===== src/rtl/parity_pkg.sv =====
// Shared types and helpers for the serial even-parity link.
// Used by both the transmitter and the receive-side checker.
package parity_pkg;

  typedef enum logic [1:0] {
    StIdle,
    StData,
    StParity
  } state_e;

  localparam int unsigned DATA_W_DEFAULT = 3;

  // Zero-extension of narrower words leaves the XOR reduction unchanged.
  function automatic logic even_parity(input logic [31:0] data);
    return ^data;
  endfunction

endpackage


===== src/rtl/even_parity_serial_tx.sv =====
// Serial even-parity frame transmitter: accepts a word on valid/ready and
// shifts it out LSB-first, followed by one even-parity bit.
module even_parity_serial_tx
  import parity_pkg::*;
#(
  parameter int unsigned DATA_W = DATA_W_DEFAULT
) (
  input  logic              clk,
  input  logic              rst_n,
  input  logic              in_valid,
  output logic              in_ready,
  input  logic [DATA_W-1:0] in_data,
  output logic              ser_out,
  output logic              ser_valid,
  output logic              ser_first,
  output logic              ser_last,
  output logic              busy
);

  localparam int unsigned CntW = (DATA_W > 1) ? $clog2(DATA_W) : 1;
  localparam logic [CntW-1:0] LastCnt = CntW'(DATA_W - 1);

  state_e            state_q, state_d;
  logic [DATA_W-1:0] shreg_q, shreg_d;
  logic              parity_q, parity_d;
  logic [CntW-1:0]   cnt_q, cnt_d;
  // Holds in_ready low on the release edge so no word is taken out of reset.
  logic              init_q;

  always_ff @(posedge clk or negedge rst_n) begin
    if (!rst_n) begin
      state_q  <= StIdle;
      shreg_q  <= '0;
      parity_q <= 1'b0;
      cnt_q    <= '0;
      init_q   <= 1'b0;
    end else begin
      state_q  <= state_d;
      shreg_q  <= shreg_d;
      parity_q <= parity_d;
      cnt_q    <= cnt_d;
      init_q   <= 1'b1;
    end
  end

  always_comb begin
    state_d   = state_q;
    shreg_d   = shreg_q;
    parity_d  = parity_q;
    cnt_d     = cnt_q;
    in_ready  = 1'b0;
    ser_out   = 1'b0;
    ser_valid = 1'b0;
    ser_first = 1'b0;
    ser_last  = 1'b0;
    busy      = 1'b0;

    case (state_q)
      StIdle: begin
        in_ready = init_q;
        if (in_valid && init_q) begin
          shreg_d  = in_data;
          parity_d = even_parity(32'(in_data));
          cnt_d    = '0;
          state_d  = StData;
        end
      end
      StData: begin
        ser_out   = shreg_q[0];
        ser_valid = 1'b1;
        ser_first = (cnt_q == '0);
        busy      = 1'b1;
        shreg_d   = shreg_q >> 1;
        if (cnt_q == LastCnt) begin
          state_d = StParity;
        end else begin
          cnt_d = cnt_q + CntW'(1);
        end
      end
      StParity: begin
        ser_out   = parity_q;
        ser_valid = 1'b1;
        ser_last  = 1'b1;
        busy      = 1'b1;
        in_ready  = 1'b1;
        // Reloading here lets the next frame follow with no gap.
        if (in_valid) begin
          shreg_d  = in_data;
          parity_d = even_parity(32'(in_data));
          cnt_d    = '0;
          state_d  = StData;
        end else begin
          state_d = StIdle;
        end
      end
      default: state_d = StIdle;
    endcase
  end

endmodule


===== config.mk =====
export PLATFORM = sky130hd
export DESIGN_NAME = even_parity_serial_tx
export DESIGN_NICKNAME = d
export VERILOG_FILES = /design/src/rtl/parity_pkg.sv /design/src/rtl/even_parity_serial_tx.sv
export SDC_FILE = /design/constraint.sdc
export NUM_CORES = 1
export LEC_CHECK = 0
export ABC_AREA = 1
export CAP_MARGIN = 20
export CORE_MARGIN = 2
export CORE_UTILIZATION = 40
export CTS_CLUSTER_DIAMETER = 80
export DETAILED_ROUTE_END_ITERATION = 7
export DONT_BUFFER_PORTS = 1
export MAX_ROUTING_LAYER = met4
export PLACE_DENSITY = 0.59
export SLEW_MARGIN = 10
export SYNTH_ARGS = -nofsm -noshare
export SYNTH_HDL_FRONTEND = slang
export SYNTH_SLANG_ARGS = --single-unit

===== constraint.sdc =====
create_clock -name clk -period 1.5 [get_ports clk]
set_input_delay 0.15 -clock clk [delete_from_list [all_inputs] [get_ports clk]]
set_output_delay 0.15 -clock clk [all_outputs]
set_load 0.005 [all_outputs]

==> results.sh <==
export IMPL_status="finished clean"
export IMPL_synth_distinct_cells=13
export IMPL_io_pin_count=12
export IMPL_drt_pass1_iterations=4
export IMPL_max_clock_path_buffers=2
export IMPL_dr_total_vias=547
export IMPL_hold_ws_ns=0.120
export IMPL_powerDensity_mw_per_mm2=1880
export IMPL_grt_overflow_total=0
export IMPL_critical_path_class="flip-flop to primary output"
export IMPL_fmax_mhz=703
export IMPL_routed_wl_microns=1290
export IMPL_antenna_found_initial=0
export IMPL_crit_arrival_ns=1.27
export IMPL_syn_inst=95
export IMPL_crit_buf_inv=1
export IMPL_netlist_area_sq_um=652
export IMPL_first_iter_violations=6
export IMPL_core_area_sq_mm=0.00152
export IMPL_p_leak_nw=0.405
export IMPL_dp_hpwl_microns=957
export IMPL_clock_sinks=9
export IMPL_row_count=14
export IMPL_path_clk_slew_ns=0.07
export IMPL_synth_seq_cells=9
export IMPL_dieWidth_microns=44.4
export IMPL_grt_usage=0.156
export IMPL_h_tree_depth=1
export IMPL_min_period_over_period=0.948
export IMPL_area_growth_pct=11.1
export IMPL_cts_root_buf="clkbuf_4"
export IMPL_wl_per_cell_microns=11.2
export IMPL_fp_dieH_microns=44.4
export IMPL_hp_start="in_data[2]"
export IMPL_hold_viol_final=0
export IMPL_r2r_start="state_q[1]$_DFFE_PN0P_"
export IMPL_period_minus_slack_ns=1.42
export IMPL_clk_latency_ns=0.26
export IMPL_rsz0062_at_grt="no"
export IMPL_clock_skew_final_ns=0.0101
export IMPL_setup_violations_final=0
export IMPL_cpPeakStageDelay_ns=0.46
export IMPL_diodes=0
export IMPL_slowest_stage="dfrtp_2"
export IMPL_min_path_type="input port to flip-flop"
export IMPL_cp_required_ns=1.35
export IMPL_cts_tree="yes"
export IMPL_grt_max_degree=10
export IMPL_grt_pass1_vias=514
export IMPL_synth_warnings=0
export IMPL_grt_pass1_wl_microns=2130
export IMPL_viasPerCell=4.76
export IMPL_start_kind="flip-flop"
export IMPL_routabilityCongestion=0.749
export IMPL_vdd_ir_drop_max_mv=0.811
export IMPL_setup_tns_ns=0
export IMPL_numCtsBuffers=3
export IMPL_ys_seq_area_frac=0.345
export IMPL_crit_chain="inv_2 > ha_1 > nand2_1 > a21boi_1"
export IMPL_startpoint="state_q[1]$_DFFE_PN0P_"
export IMPL_route_detailed_drc=0
export IMPL_timing_max_cap_violations=0
export IMPL_slew_viol_final=0
export IMPL_drive_above_1_share=0.131
export IMPL_port_buffers=0
export IMPL_start_util=0.428
export IMPL_synth_avg_cell_area_sq_um=6.86
export IMPL_nets=115
export IMPL_crit_fanout=6
export IMPL_end_kind="primary output"
export IMPL_fillers=167
export IMPL_syn_num_nets=110
export IMPL_crit_family="flip-flops"
export IMPL_die_area_sq_mm=0.00197
export IMPL_drtAntennaViolNets=0
synthesized netlist by cell type:
library cell,number,area (sq um)
inv_1,17,63.8
o21ai_2,1,8.76
nand3_1,3,15.0
ha_1,9,113
nand2_1,42,158
conb_1,1,3.75
o21ai_0,5,25.0
a21oi_1,2,10.0
dfrtp_1,9,225
buf_4,1,7.51
inv_2,1,3.75
a21boi_0,1,7.51
nor2_1,3,11.3
worst paths after layout:
kind / end / slack [ns] / cells past startpoint
setup / recovery: ser_out / 0.08 / 4
hold / removal: parity_q$_DFFE_PN0P_ / 0.12 / 4
setup reg to reg: state_q[1]$_DFFE_PN0P_ / 0.14 / 6
hold reg to reg: shreg_q[1]$_DFFE_PN0P_ / 0.47 / 2
max in group asynchronous: state_q[1]$_DFFE_PN0P_ / 0.90 / 1
min in group asynchronous: parity_q$_DFFE_PN0P_ / 0.27 / 1
tightest hold or removal path, cell delays in order:
cell     delay [ns]
nand3_1        0.06
nand2_1        0.05
nand2_1        0.05
nand2_1        0.04
power breakdown:
group	internal, mW	total (mW)	switching [mW]
Clock	0.102	0.190	0.0874
Sequential	0.345	0.434	0.0894
Combinational	0.282	0.736	0.454
Total	0.729	1.36	0.631
registers in the layout, summed over array words and instances (netlist names):
register / flops
cnt_q: 2
init_q: 1
parity_q: 1
shreg_q: 3
state_q: 2
what timing repair did:
action	CTS	global route
hold buffers	1	0
buffers inserted	0	0
endpoints found under the setup margin	2	8
hold endpoints to repair	9	0
resized for setup	4	5
metrics by stage:
| step | setup WS [ns] | power (mW) | std cells | utilization | instance area (sq um) |
|---|---|---|---|---|---|
| finish | 0.0773 | 1.36 | 115 | 0.475 | 724 |
| global route | 0.00878 | 1.51 | 115 | 0.475 | 724 |
| CTS | 0.00173 | 1.31 | 115 | 0.463 | 706 |
| detailed placement | 0.0459 | 1.09 | 110 | 0.436 | 664 |
| global placement | 0.0554 | 1.08 | 110 | 0.436 | 664 |
| floorplan | 0.248 | 0.978 | 95 | - | 652 |
cell type report:
class                      count  area [sq um]  area share
multi-input combinational     67           373       0.515
sequential                     9           228       0.314
inverter                      18          67.6      0.0933
clock buffer                   4          26.3      0.0363
tap                           16          20.0      0.0276
timing repair buffer           1          10.0      0.0138
cells in the final DEF (no fill, tap or decap):
master / synthesis / routed
o21ai_2: 1 / 1
dlygate4sd3_1: 0 / 1
ha_4: 0 / 1
nand2_1: 42 / 42
ha_1: 9 / 6
dfrtp_2: 0 / 2
clkbuf_4: 0 / 3
a21oi_2: 0 / 1
o21ai_0: 5 / 5
ha_2: 0 / 2
inv_1: 17 / 15
nand3_1: 3 / 3
clkbuf_1: 0 / 1
nor2_1: 3 / 3
conb_1: 1 / 1
inv_2: 1 / 3
dfrtp_1: 9 / 7
a21boi_1: 0 / 1
a21oi_1: 2 / 1
logic make-up after synthesis:
logic type,synth area share
other cells,0.00575
simple gates,0.282
flops,0.345
buf+inv,0.115
compound gates,0.0787
fa+ha+maj,0.173
metal layers:
layer,up-vias,share of wire,GRT usage
met5,-,0,-
met3,2,0.028,0.0490
met2,7,0.47,0.232
met4,0,0.0047,0.0545
li1,287,-,-
met1,251,0.49,0.199
No activity file was read; power rests on OpenSTA's default activity.
